### src/rtl/dma_bus_arbiter_pkg.sv
// Shared types and constants for the DMA bus arbiter.
package dma_bus_arbiter_pkg;

  // Bus ownership / arbitration phases.
  typedef enum logic [2:0] {
    S_CPU   = 3'd0,
    S_HOLD  = 3'd1,
    S_DSP   = 3'd2,
    S_BLT   = 3'd3,
    S_YIELD = 3'd4,
    S_TURN  = 3'd5
  } arb_state_t;

  localparam int TURN_CYCLES_DEF = 1;
  localparam int CNT_W_DEF       = 4;

  // Output bundle driven by the arbiter; DSPBAKL is derived from dspbak.
  typedef struct packed {
    logic hold;
    logic dspbak;
    logic bltbak;
    logic blthold;
    logic busturn;
  } arb_out_t;

  // Moore decode: every output is a pure function of the state.
  function automatic arb_out_t decode_outputs(arb_state_t s);
    arb_out_t o;
    o = '0;
    case (s)
      S_CPU:   o = '0;
      S_HOLD:  o.hold = 1'b1;
      S_DSP:   begin o.hold = 1'b1; o.dspbak = 1'b1; end
      S_BLT:   begin o.hold = 1'b1; o.bltbak = 1'b1; end
      S_YIELD: begin o.hold = 1'b1; o.bltbak = 1'b1; o.blthold = 1'b1; end
      S_TURN:  begin o.hold = 1'b1; o.busturn = 1'b1; end
      default: o = '0;
    endcase
    return o;
  endfunction

endpackage

### src/rtl/dma_bus_arbiter_if.sv
// Request / acknowledge signals between the arbiter, the CPU and the DMA masters.
// Handshake: each requester holds its *BRQ level until it has finished (or, for
// the blitter, until it yields); the arbiter answers with a level *BAK that stays
// high for the whole tenure and drops on the edge that samples the request low.
// HOLD/HLDA follow the same level protocol towards the CPU.
interface dma_bus_arbiter_if;
  logic DSPBRQ;
  logic BLTBRQ;
  logic HLDA;
  logic HOLD;
  logic DSPBAK;
  logic DSPBAKL;
  logic BLTBAK;
  logic BLTHOLD;
  logic BUSTURN;

  // Arbiter side: drives hold and acknowledges.
  modport master (
    input  DSPBRQ, BLTBRQ, HLDA,
    output HOLD, DSPBAK, DSPBAKL, BLTBAK, BLTHOLD, BUSTURN
  );

  // Requester / CPU side.
  modport slave (
    output DSPBRQ, BLTBRQ, HLDA,
    input  HOLD, DSPBAK, DSPBAKL, BLTBAK, BLTHOLD, BUSTURN
  );
endinterface

### src/rtl/dma_bus_arbiter_turn_counter.sv
// Loadable down-counter that times the idle gap between two bus owners.
module dma_bus_arbiter_turn_counter #(
  parameter int CNT_W = 4
) (
  input  logic             clk_i,
  input  logic             rst_n_i,
  input  logic             load_i,
  input  logic [CNT_W-1:0] load_val_i,
  input  logic             dec_i,
  output logic             zero_o
);

  logic [CNT_W-1:0] count_q;

  // Load has priority over decrement; decrement saturates at zero.
  always_ff @(posedge clk_i or negedge rst_n_i) begin
    if (!rst_n_i) begin
      count_q <= '0;
    end else if (load_i) begin
      count_q <= load_val_i;
    end else if (dec_i && (count_q != '0)) begin
      count_q <= count_q - 1'b1;
    end
  end

  assign zero_o = (count_q == '0);

endmodule

### src/rtl/dma_bus_arbiter.sv
// Memory bus arbiter: CPU is the default owner, DSP DMA and blitter borrow the
// bus through HOLD/HLDA. A DSP request pre-empts the blitter, which is resumed
// after the DSP tenure without handing the bus back to the CPU in between.
module dma_bus_arbiter
  import dma_bus_arbiter_pkg::*;
#(
  parameter int TURN_CYCLES = TURN_CYCLES_DEF,
  parameter int CNT_W       = CNT_W_DEF
) (
  input  logic                  CLK,
  input  logic                  RESETL,
  dma_bus_arbiter_if.master     bus,
  output arb_state_t            dbg_state_o
);

  localparam logic [CNT_W-1:0] TURN_LOAD = CNT_W'(TURN_CYCLES - 1);

  arb_state_t state_q, state_d;
  arb_out_t   out_q;
  logic       suspend_q, suspend_d;
  logic       cnt_load, cnt_dec, cnt_zero;

  // Next-state and suspend-flag logic.
  always_comb begin
    state_d   = state_q;
    suspend_d = suspend_q;
    case (state_q)
      S_CPU: begin
        // A lingering HLDA from the previous tenure must clear first.
        if (!bus.HLDA && (bus.DSPBRQ || bus.BLTBRQ)) state_d = S_HOLD;
      end
      S_HOLD: begin
        if (bus.HLDA) begin
          if (bus.DSPBRQ)      state_d = S_DSP;
          else if (bus.BLTBRQ) state_d = S_BLT;
          else                 state_d = S_TURN;
        end
      end
      S_DSP: begin
        if (!bus.DSPBRQ) state_d = S_TURN;
      end
      S_BLT: begin
        suspend_d = 1'b0;
        if (bus.DSPBRQ)       state_d = S_YIELD;
        else if (!bus.BLTBRQ) state_d = S_TURN;
      end
      S_YIELD: begin
        // Wait for the blitter to reach a safe point even if the DSP gives up.
        if (!bus.BLTBRQ) begin
          state_d   = S_TURN;
          suspend_d = 1'b1;
        end
      end
      S_TURN: begin
        if (cnt_zero) begin
          if (bus.DSPBRQ) begin
            state_d = S_DSP;
          end else if (bus.BLTBRQ && suspend_q) begin
            state_d = S_BLT;
          end else begin
            state_d   = S_CPU;
            suspend_d = 1'b0;
          end
        end
      end
      default: begin
        state_d   = S_CPU;
        suspend_d = 1'b0;
      end
    endcase
  end

  // Counter loads on entry to S_TURN and counts down while there.
  assign cnt_load = (state_d == S_TURN) && (state_q != S_TURN);
  assign cnt_dec  = (state_q == S_TURN) && !cnt_zero;

  dma_bus_arbiter_turn_counter #(
    .CNT_W (CNT_W)
  ) u_turn_counter (
    .clk_i      (CLK),
    .rst_n_i    (RESETL),
    .load_i     (cnt_load),
    .load_val_i (TURN_LOAD),
    .dec_i      (cnt_dec),
    .zero_o     (cnt_zero)
  );

  // State register with outputs registered from the next-state decode.
  always_ff @(posedge CLK or negedge RESETL) begin
    if (!RESETL) begin
      state_q   <= S_CPU;
      suspend_q <= 1'b0;
      out_q     <= '0;
    end else begin
      state_q   <= state_d;
      suspend_q <= suspend_d;
      out_q     <= decode_outputs(state_d);
    end
  end

  assign bus.HOLD    = out_q.hold;
  assign bus.DSPBAK  = out_q.dspbak;
  assign bus.DSPBAKL = ~out_q.dspbak;
  assign bus.BLTBAK  = out_q.bltbak;
  assign bus.BLTHOLD = out_q.blthold;
  assign bus.BUSTURN = out_q.busturn;

  assign dbg_state_o = state_q;

endmodule

### src/flat_wrapper.sv
// flat-port wrapper written by rule: the top's interface ports become plain ports
module dma_bus_arbiter_flat import dma_bus_arbiter_pkg::*;
#(
  parameter int TURN_CYCLES = TURN_CYCLES_DEF,
  parameter int CNT_W       = CNT_W_DEF
)
  (CLK, RESETL, dbg_state_o, bus_DSPBRQ, bus_BLTBRQ, bus_HLDA, bus_HOLD, bus_DSPBAK, bus_DSPBAKL, bus_BLTBAK, bus_BLTHOLD, bus_BUSTURN);
  dma_bus_arbiter_if bus_i ();
  input  logic CLK;
  input  logic RESETL;
  output arb_state_t dbg_state_o;
  input wire logic [$bits(bus_i.DSPBRQ)-1:0] bus_DSPBRQ;
  input wire logic [$bits(bus_i.BLTBRQ)-1:0] bus_BLTBRQ;
  input wire logic [$bits(bus_i.HLDA)-1:0] bus_HLDA;
  output wire logic [$bits(bus_i.HOLD)-1:0] bus_HOLD;
  output wire logic [$bits(bus_i.DSPBAK)-1:0] bus_DSPBAK;
  output wire logic [$bits(bus_i.DSPBAKL)-1:0] bus_DSPBAKL;
  output wire logic [$bits(bus_i.BLTBAK)-1:0] bus_BLTBAK;
  output wire logic [$bits(bus_i.BLTHOLD)-1:0] bus_BLTHOLD;
  output wire logic [$bits(bus_i.BUSTURN)-1:0] bus_BUSTURN;
  assign bus_i.DSPBRQ = bus_DSPBRQ;
  assign bus_i.BLTBRQ = bus_BLTBRQ;
  assign bus_i.HLDA = bus_HLDA;
  assign bus_HOLD = bus_i.HOLD;
  assign bus_DSPBAK = bus_i.DSPBAK;
  assign bus_DSPBAKL = bus_i.DSPBAKL;
  assign bus_BLTBAK = bus_i.BLTBAK;
  assign bus_BLTHOLD = bus_i.BLTHOLD;
  assign bus_BUSTURN = bus_i.BUSTURN;
  dma_bus_arbiter #(.TURN_CYCLES(TURN_CYCLES), .CNT_W(CNT_W)) u_core (.CLK(CLK), .RESETL(RESETL), .bus(bus_i), .dbg_state_o(dbg_state_o));
endmodule
### config.mk
export PLATFORM = sky130hd
export DESIGN_NAME = dma_bus_arbiter_flat
export DESIGN_NICKNAME = d
export VERILOG_FILES = /design/src/rtl/dma_bus_arbiter_pkg.sv /design/src/rtl/dma_bus_arbiter_if.sv /design/src/rtl/dma_bus_arbiter_turn_counter.sv /design/src/rtl/dma_bus_arbiter.sv /design/src/flat_wrapper.sv
export SDC_FILE = /design/constraint.sdc
export NUM_CORES = 1
export LEC_CHECK = 0
export ABC_AREA = 1
export BUFFER_PORTS_ARGS = -buffer_cell sky130_fd_sc_hd__buf_2
export CAP_MARGIN = 20
export CORE_MARGIN = 1.5
export CORE_UTILIZATION = 47
export DETAILED_ROUTE_END_ITERATION = 10
export GPL_ROUTABILITY_DRIVEN = 0
export PLACE_DENSITY = 0.84
export SLEW_MARGIN = 20
export SYNTH_ARGS = -nofsm -noshare
export SYNTH_HDL_FRONTEND = slang
export SYNTH_SLANG_ARGS = --single-unit
### constraint.sdc
create_clock -name CLK -period 1.4 [get_ports CLK]
set_input_delay 0.07 -clock CLK [delete_from_list [all_inputs] [get_ports CLK]]
set_output_delay 0.07 -clock CLK [all_outputs]
set_load 0.05 [all_outputs]
# Word level (Yosys, flattened, before mapping)
# Cells that the tools add are included.
# op_classes
eq_ne	15
muxes	23
reduce_logical	16
bitwise_logic	2
addsub	1
# ops
operator	n
$mux 3	9
$pmux 3 s6	1
$eq 3x2->1 const B	4
$eq 3x3->1 const B	4
$mux 1	9
$mux 4	2
$eq 3x1->1 const B	2
$ne 2x2->1 const B	3
$logic_and 1x1->1	5
$reduce_and 5->1	1
$reduce_or 5->1	1
$logic_not 4->1	1
$reduce_bool 4->1	1
$sub 4x1->4 const B	1
$logic_not 3->1	1
$ne 3x3->1 const B	1
$pmux 1 s3	1
$reduce_or 3->1	1
$logic_not 1->1	2
$mux 2	1
$ne 2x1->1 const B	1
$not 1->1	2
$reduce_bool 2->1	1
$reduce_or 2->1	1
$logic_or 1x1->1	1
# word_totals
output_inout_bits	9
wordCells	65
regBits	13

# Depth between registers and ports, before layout
# Gate-level depths: netlist of the first run.
# logic_depth
depth_word	8
depth_mapped	9
depth_no_buf	9

# By module
# From an unflattened synthesis of the first run, not the netlist that was laid out.
# unflattened
hier_cells	130
area_unflattened_um2	872.1
# modules_own_cells
module	n_inst	area_each_um2	seq_area_each_um2	cells_per_inst
dma_bus_arbiter	1	576.8	225.2	84
dma_bus_arbiter_turn_counter	1	295.3	100.1	46

# Worst setup path after synthesis of the first run
# No wires, ideal clock.
# synth_path
path_type	reg-to-reg
from	register u_core.state_q[0] (netlist: u_core.dbg_state_o[0])
to	register u_core.u_turn_counter.count_q[2]
period_less_slack_ps	1496
setup_slack_ps	-96
required_ps	1287
setup_time_ps	113
path_buffers	0
stages_incl_launch_ff	7
arrival_ps	1384
path_cell_list	dfrtp_1 nand3_2 a21oi_2 nand2_1 xnor2_1 nand2_1 inv_1
# synth_via
elab_chain_len	6
word_cells_on_any_way	20
cone_classes	7 x eq/ne; 8 x mux; 5 x reduce/logical
# synth_rtl
item	line_no	text
start: declaration	dma_bus_arbiter.sv:18	arb_state_t state_q, state_d;
start signal: assignment	dma_bus_arbiter.sv:95	state_q <= state_d;
$mux 3	dma_bus_arbiter.sv:45, dma_bus_arbiter.sv:49	
$mux 3	dma_bus_arbiter.sv:44	if (bus.DSPBRQ) state_d = S_YIELD;
$pmux 3 s6	dma_bus_arbiter.sv:27	case (state_q)
$eq 3x3->1	dma_bus_arbiter.sv:74	assign cnt_load = (state_d == S_TURN) && (state_q != S_TURN);
$logic_and 1x1->1	dma_bus_arbiter.sv:74	
$mux 4 or $reduce_bool 2->1 (tied branches)	n/a	
end signal: assignment	dma_bus_arbiter_turn_counter.sv:20	count_q <= load_val_i;
end signal: assignment	dma_bus_arbiter_turn_counter.sv:22	count_q <= count_q - 1'b1;
end: declaration	dma_bus_arbiter_turn_counter.sv:13	logic [CNT_W-1:0] count_q;
# Parallel ways exist; a longest one is shown, timed or not.
# A chain may end at the register's enable or synchronous reset.

# Worst setup path in the final report of the first run
# layout_path
from	register u_core.u_turn_counter.count_q[1]
to	register u_core.out_q, in the netlist u_core.bus.HOLD
# layout_via
elab_chain_len	6
word_cells_on_any_way	10
cone_classes	5 x eq/ne; 3 x mux; 2 x reduce/logical
# layout_rtl
item	line_no	text
$logic_not 4->1 (*)	dma_bus_arbiter_turn_counter.sv:26	assign zero_o = (count_q == '0);
$mux 3 (*)	dma_bus_arbiter.sv:55	if (cnt_zero) begin
$pmux 3 s6 (*)	dma_bus_arbiter.sv:27	
net u_core.state_d[2]	dma_bus_arbiter.sv:18	
$eq 3x1->1 (tied with other cells)	dma_bus_arbiter_pkg.sv:30	case (s)
$reduce_or 5->1 (no source line) (*)	n/a	
$mux 1 (*)	dma_bus_arbiter_pkg.sv:30	
end signal: assignment	dma_bus_arbiter.sv:97	out_q <= decode_outputs(state_d);
end: declaration	dma_bus_arbiter.sv:19	arb_out_t out_q;
# Mark *: on every way through the listed nets, which the timed path passes. The rest lies on a longest branch.

==> results of run 1 <==
[logic make-up (layout without fill, tap and decap cells)]
kind of cell,after synthesis,in the layout,share of synthesized area [%]
simple gates,60,60,37.0
compound gates,7,7,6.52
flops,13,13,43.5
buf+inv,20,49,10.2
xor+xnor,1,1,1.17
fa+ha+maj,1,1,1.67
[timing repair]
action,in CTS,in global routing
hold endpoints to repair,13,0
setup endpoints to repair,8,9
hold buffers,1,0
gates cloned,0,1
buffers inserted,1,8
pin swaps,0,4
gates resized for setup,4,10
[final timing paths]
kind / depth (start not counted) / startpoint / slack (ns) / endpoint
min in group asynchronous: 2 / RESETL / 0.20 / u_core.u_turn_counter.count_q[2]$_DFFE_PN0P_
setup / recovery: 6 / u_core.u_turn_counter.count_q[1]$_DFFE_PN0P_ / 0.02 / u_core.bus.HOLD$_DFF_PN0_
setup reg to reg: 6 / u_core.u_turn_counter.count_q[1]$_DFFE_PN0P_ / 0.02 / u_core.bus.HOLD$_DFF_PN0_
hold reg to reg: 2 / u_core.suspend_q$_DFFE_PN0P_ / 0.52 / u_core.suspend_q$_DFFE_PN0P_
max in group asynchronous: 2 / RESETL / 0.96 / u_core.dbg_state_o[0]$_DFF_PN0_
hold / removal: 4 / bus_BLTBRQ / 0.11 / u_core.suspend_q$_DFFE_PN0P_
[cell type report]
class | count | area, µm² | area share [%]
multi-input cells | 69 | 392 | 38.9
flip-flops and latches | 13 | 329 | 32.7
repair buffers | 24 | 150 | 14.9
inverters | 20 | 83.8 | 8.33
clock buffers | 4 | 26.3 | 2.61
well taps | 16 | 20.0 | 1.99
repair inverters | 1 | 5.00 | 0.498
[critical path, cell delays in order (launching register included)]
cell	delay, ns
dfrtp_1	0.42
inv_2	0.09
ha_4	0.17
nand2_4	0.06
a21oi_2	0.14
nand3_2	0.16
nand3b_1	0.20
[cells in the mapped netlist]
cell type,instances
dfrtp_1,13
a21oi_2,2
nor2_2,1
nor3_2,1
nand3_1,8
ha_1,1
nor3_1,2
nand4_1,2
nand2_2,1
nand3_2,3
nand2_1,26
xnor2_1,1
nand3b_1,1
nor2_1,15
o21ai_0,2
o21ai_1,1
inv_1,14
clkinv_2,1
inv_2,5
o31ai_1,1
o21ai_2,1
[cells in the final DEF (no fill, tap or decap), drive strengths merged]
cell type,netlist,routed
nand2,27,27
nor3,3,3
nor2,16,16
dfrtp,13,13
o21ai,4,4
a21oi,2,2
clkbuf,0,4
xnor2,1,1
o31ai,1,1
nand4,2,2
nand3b,1,1
clkinv,1,3
buf,0,23
nand3,11,11
ha,1,1
inv,19,18
dlygate4sd3,0,1
[metrics by stage]
| step | cells | util [%] | worst slack, ns |
|---|---|---|---|
| 2_1_floorplan | 102 | - | 0.0535 |
| 3_3_place_gp | 132 | 56.1 | 0.0522 |
| 3_5_place_dp | 132 | 56.1 | -0.0297 |
| 4_1_cts | 138 | 60.5 | 0.00851 |
| 5_1_grt | 147 | 66.8 | -0.0469 |
| 6_report | 147 | 66.8 | 0.0187 |
[power groups by stage]
stage / logic [µW] / clock network (µW) / registers, µW
after floorplan: 717 / 0 / 969
after global placement: 1290 / 0 / 664
after detailed placement: 1330 / 0 / 675
after CTS: 1440 / 238 / 667
after global routing: 1860 / 256 / 716
final: 1710 / 234 / 701
[metal layers]
metal,GRT usage [%],wire [µm],up-vias
li1,-,-,374
met1,24.8,788,361
met2,35.5,1050,24
met3,5.11,66,7
met4,15.0,63,0
met5,0,0,-
[flip-flops by register name, indices dropped and copies added, names as in the netlist]
name and count:
u_core.bus.BUSTURN 1, u_core.suspend_q 1, u_core.bus.BLTHOLD 1, u_core.dbg_state_o 3, u_core.bus.HOLD 1, u_core.bus.DSPBAK 1
u_core.bus.BLTBAK 1, u_core.u_turn_counter.count_q 4
==> flow_metrics.py, run 1 <==
metrics = {
    "outcome": {
        "outcome": "finished clean",
    },
    "timing": {
        "fin_setup_tns_ns": 0,
        "holdWs_ns": 0.113,
        "tightest_slew_ns": 0.341,
        "period_needed_ns": 1.38,
        "period_share_pct": 98.7,
        "rsz0062_at_grt": "yes",
        "fin_skew_ns": 0.00215,
        "report.final.slew_viol_count": 0,
        "fmax_ghz": 0.724,
        "setup_viol": 0,
        "maxSlewHeadroom_pct": 77.1,
        "hold_violations": 0,
    },
    "clock_tree": {
        "clock_latency_ns": 0.28,
        "clk_path_buf_depth": 2,
        "cts_buffers": 3,
        "cts-root-buf": "clkbuf_4",
        "clock-sinks": 13,
        "cts_max_level": 1,
        "cts_tree": "yes",
        "clkTransAtPathRegs_ns": 0.08,
    },
    "grt": {
        "antenna_found_initial": 0,
        "grt_max_degree": 14,
        "grt_pass1_wl_um": 2930,
        "grt_overflow": 0,
        "grt_pass1_vias": 735,
        "track_usage_pct": 21.7,
    },
    "worst_setup_path": {
        "cp-end-kind": "flip-flop",
        "worstPathRequired_ns": 1.55,
        "worstPathArrival_ns": 1.53,
        "worst-path-max-fanout": 5,
        "path_class": "flip-flop to flip-flop",
        "cp-start-kind": "flip-flop",
    },
    "power": {
        "clkPwrFrac_pct": 8.8,
        "comb_power_share_pct": 64.6,
        "p_leak_uw": 0.000565,
        "seqPwrFrac_pct": 26.5,
        "switching_share_pct": 53.0,
        "power.internal_uw": 1240,
        "power_uw": 2640,
        "p_switching_uw": 1400,
        "ir_drop_mv": 1.55,
        "p_per_area_mw_per_mm2": 2630,
    },
    "logic_synthesis": {
        "syn_area_per_cell_um2": 7.34,
        "ys_warn_count": 0,
        "yosys.cell_types.count": 21,
        "synth_top_area_cell": "dfrtp_1",
        "ys_seq_elements": 13,
        "netlist_area_um2": 748,
        "synthCells": 102,
        "ys_seq_area_share_pct": 43.5,
        "synthesis.nets": 108,
        "synth_area_leaders": "dfrtp_1 43%, nand2_1 13%, nor2_1 7.5%, inv_1 7.0%, nand3_1 5.4%",
        "synth_top_area_share_pct": 43.5,
    },
    "final_layout": {
        "diodes": 0,
        "fillers": 130,
        "final_area_mm2": 0.00101,
        "finalNetCount": 138,
        "drive_gt1_share_pct": 38.9,
        "area_growth_syn_to_layout_pct": 34.4,
    },
    "route": {
        "num_vias": 766,
        "drtAntennaViolNets": 0,
        "drc_errors": 0,
        "drt_iter0_drc": 33,
        "routed_wl_um": 1970,
        "drt_first_pass_iters": 4,
        "vias_per_cell": 5.21,
        "wl_per_cell_um": 13.4,
    },
    "worst_hold_path": {
        "hold_class": "input port to flip-flop",
    },
    "floorplan": {
        "core_mm2": 0.00151,
        "start_util_pct": 49.7,
        "die_h_um": 42.9,
        "core.rowCount": 14,
        "die_width_um": 42.9,
        "die_area_mm2": 0.00184,
        "io_pins": 14,
    },
    "placed_design": {
        "place_area_um2": 845,
        "hpwl_um": 1270,
        "io_buffers": 13,
    },
    "flow_run": {
        "maxCapViolCount": 0,
    },
}
No activity file was read; power rests on OpenSTA's default activity.
==> run 2, diff against run 1 <==
- SETUP_SLACK_MARGIN: default -> 0.3
==> run 2 against run 1 <==
- final cell count is 0.68% higher
- register-to-register slack better by 0.04 ns
- clock power barely moved
- fmax grew 3.3%
- global-route usage decreased by 0.39 points
- hold slack better by 0.082 ns
- wire length shrank 1.5%
- combinational power up 11%
- first-iteration DRC count down 48%
- setup slack gained 0.044 ns
- clock skew rose by 0.0071 ns
- final area increased by 11%
==> flow_metrics.py, run 2 (synthesized netlist as in run 1, its figures left out) <==
metrics = {
    "outcome": {
        "outcome": "finished clean",
    },
    "final_layout": {
        "layout.cells.non_filler": 148,
        "max_flop_register": "u_core.u_turn_counter.count_q",
        "largest_reg_flops": 4,
        "diodes": 0,
        "final_cell_mix": "20 x nand2_1, 12 x inv_1, 12 x buf_4",
        "drive_gt1_share_pct": 50.8,
        "final_common_cell": "nand2_1",
        "post-route-util_pct": 74.0,
        "area_growth_syn_to_layout_pct": 49.0,
        "finalNetCount": 139,
        "fillers": 106,
    },
    "timing": {
        "tightest_slew_ns": 0.381,
        "hold_violations": 0,
        "fin_skew_ns": 0.00923,
        "rsz0062_at_grt": "yes",
        "fmax_ghz": 0.748,
        "maxSlewHeadroom_pct": 74.4,
        "report.final.slew_viol_count": 0,
        "setup_viol": 0,
        "period_share_pct": 95.5,
        "period_needed_ns": 1.34,
    },
    "route": {
        "top_layer": "met4",
        "wl_met2_um": 991,
        "routed_wl_um": 1940,
        "wl_per_cell_um": 13.1,
        "drc_errors": 0,
        "drt_iter0_drc": 17,
        "wl_met1_um": 833,
        "drtAntennaViolNets": 0,
        "vias_per_cell": 5.29,
        "num_vias": 783,
        "drt_first_pass_iters": 4,
        "wl_met3_um": 83,
    },
    "floorplan": {
        "die_area_mm2": 0.00184,
        "io_pins": 14,
        "die_h_um": 42.9,
        "die_width_um": 42.9,
        "start_util_pct": 49.7,
        "core.rowCount": 14,
        "core_mm2": 0.00151,
    },
    "worst_setup_path": {
        "cp-start-kind": "flip-flop",
        "critPathMaxStageDelay_ns": 0.48,
        "worstPathCellList": "clkinvlp_4 > nand3_2 > nand2_1 > nor2_2 > nand3_4 > nand2_4 > nand2_2 > nand2_2",
        "worst-path-max-fanout": 5,
        "crit_top_cell": "nand2_2",
        "worstPathRequired_ns": 1.62,
        "cp-end-kind": "flip-flop",
        "cp_slowest_cell": "dfrtp_2",
        "path_class": "flip-flop to flip-flop",
        "worstPathArrival_ns": 1.56,
    },
    "power": {
        "comb_power_share_pct": 66.6,
        "power_uw": 2850,
        "clkPwrFrac_pct": 8.2,
        "p_per_area_mw_per_mm2": 2550,
        "power.internal_uw": 1330,
        "ir_drop_mv": 1.73,
        "p_switching_uw": 1520,
        "switching_share_pct": 53.3,
        "seqPwrFrac_pct": 25.3,
        "p_leak_uw": 0.000590,
    },
    "grt": {
        "grt_pass1_wl_um": 2840,
        "grt_pass1_vias": 718,
        "track_usage_pct": 21.4,
        "grt_overflow": 0,
        "antenna_found_initial": 0,
        "grt_max_degree": 14,
    },
    "placed_design": {
        "io_buffers": 13,
        "dp.cells": 132,
        "hpwl_um": 1170,
    },
    "clock_tree": {
        "cts-root-buf": "clkbuf_4",
        "clk_path_buf_depth": 2,
        "clock-sinks": 13,
        "cts_tree": "yes",
        "cts_buffers": 3,
        "clkTransAtPathRegs_ns": 0.08,
        "clock_latency_ns": 0.28,
        "cts_max_level": 1,
    },
    "flow_run": {
        "maxCapViolCount": 0,
    },
    "worst_hold_path": {
        "hold_class": "input port to asynchronous set/reset pin",
    },
}
-- run 2: per-layer routing --
| layer | track usage [%] | up-vias |
|---|---|---|
| li1 | - | 378 |
| met4 | 15.0 | 0 |
| met3 | 4.26 | 4 |
| met2 | 35.2 | 26 |
| met5 | 0 | - |
| met1 | 24.4 | 375 |
-- run 2: power by group through the flow --
stage,logic (µW),clock network (µW),registers (µW)
detailed placement,1410,0,691
global placement,1370,0,683
global route,2050,257,734
CTS,1570,238,695
floorplan,803,0,989
finish,1890,232,720
-- run 2: final cells by class --
class | count | area [µm²] | area share [%]
Clock buffer | 3 | 22.5 | 2.02
Clock inverter | 1 | 5.00 | 0.449
Inverter | 20 | 86.3 | 7.74
Multi-Input combinational cell | 69 | 478 | 42.9
Sequential cell | 13 | 329 | 29.5
Tap cell | 16 | 20.0 | 1.80
Timing Repair Buffer | 25 | 166 | 14.9
Timing Repair inverter | 1 | 7.51 | 0.673
-- run 2: stage by stage --
stage / cell area (µm²) / setup WS, ns / setup TNS [ns] / hold slack (ns)
global placement: 885 / 0.0611 / 0 / -0.0312
global route: 1110 / -0.0345 / -0.120 / 0.213
detailed placement: 885 / 0.00701 / 0 / -0.0249
finish: 1110 / 0.0623 / 0 / 0.194
CTS: 992 / 0.0886 / 0 / 0.115
floorplan: 792 / 0.0912 / 0 / -0.226
-- run 2: worst paths after layout --
check / depth (start not counted) / start / to / slack (ns)
worst max-delay path: 8 / u_core.dbg_state_o[2]$_DFF_PN0_ / u_core.u_turn_counter.count_q[0]$_DFFE_PN0P_ / 0.06
worst min register to register: 2 / u_core.u_turn_counter.count_q[0]$_DFFE_PN0P_ / u_core.u_turn_counter.count_q[0]$_DFFE_PN0P_ / 0.52
worst max register to register: 8 / u_core.dbg_state_o[2]$_DFF_PN0_ / u_core.u_turn_counter.count_q[0]$_DFFE_PN0P_ / 0.06
max in group asynchronous: 2 / RESETL / u_core.dbg_state_o[1]$_DFF_PN0_ / 0.96
worst min-delay path: 2 / RESETL / u_core.bus.BUSTURN$_DFF_PN0_ / 0.19
min in group CLK: 5 / bus_BLTBRQ / u_core.suspend_q$_DFFE_PN0P_ / 0.23
-- run 2: repair_timing --
action | CTS | global route
setup buffers | 6 | 4
setup endpoints to repair | 14 | 15
cloned | 0 | 1
pin swaps | 6 | 12
hold endpoints to repair | 13 | 0
hold buffers | 1 | 0
resized for setup | 9 | 22
-- run 2: worst max-delay path: cells and delay by family (launching register included) --
family	cells	cell delay, ns
flops	1	0.48
simple gates	7	0.61
buf+inv	1	0.18
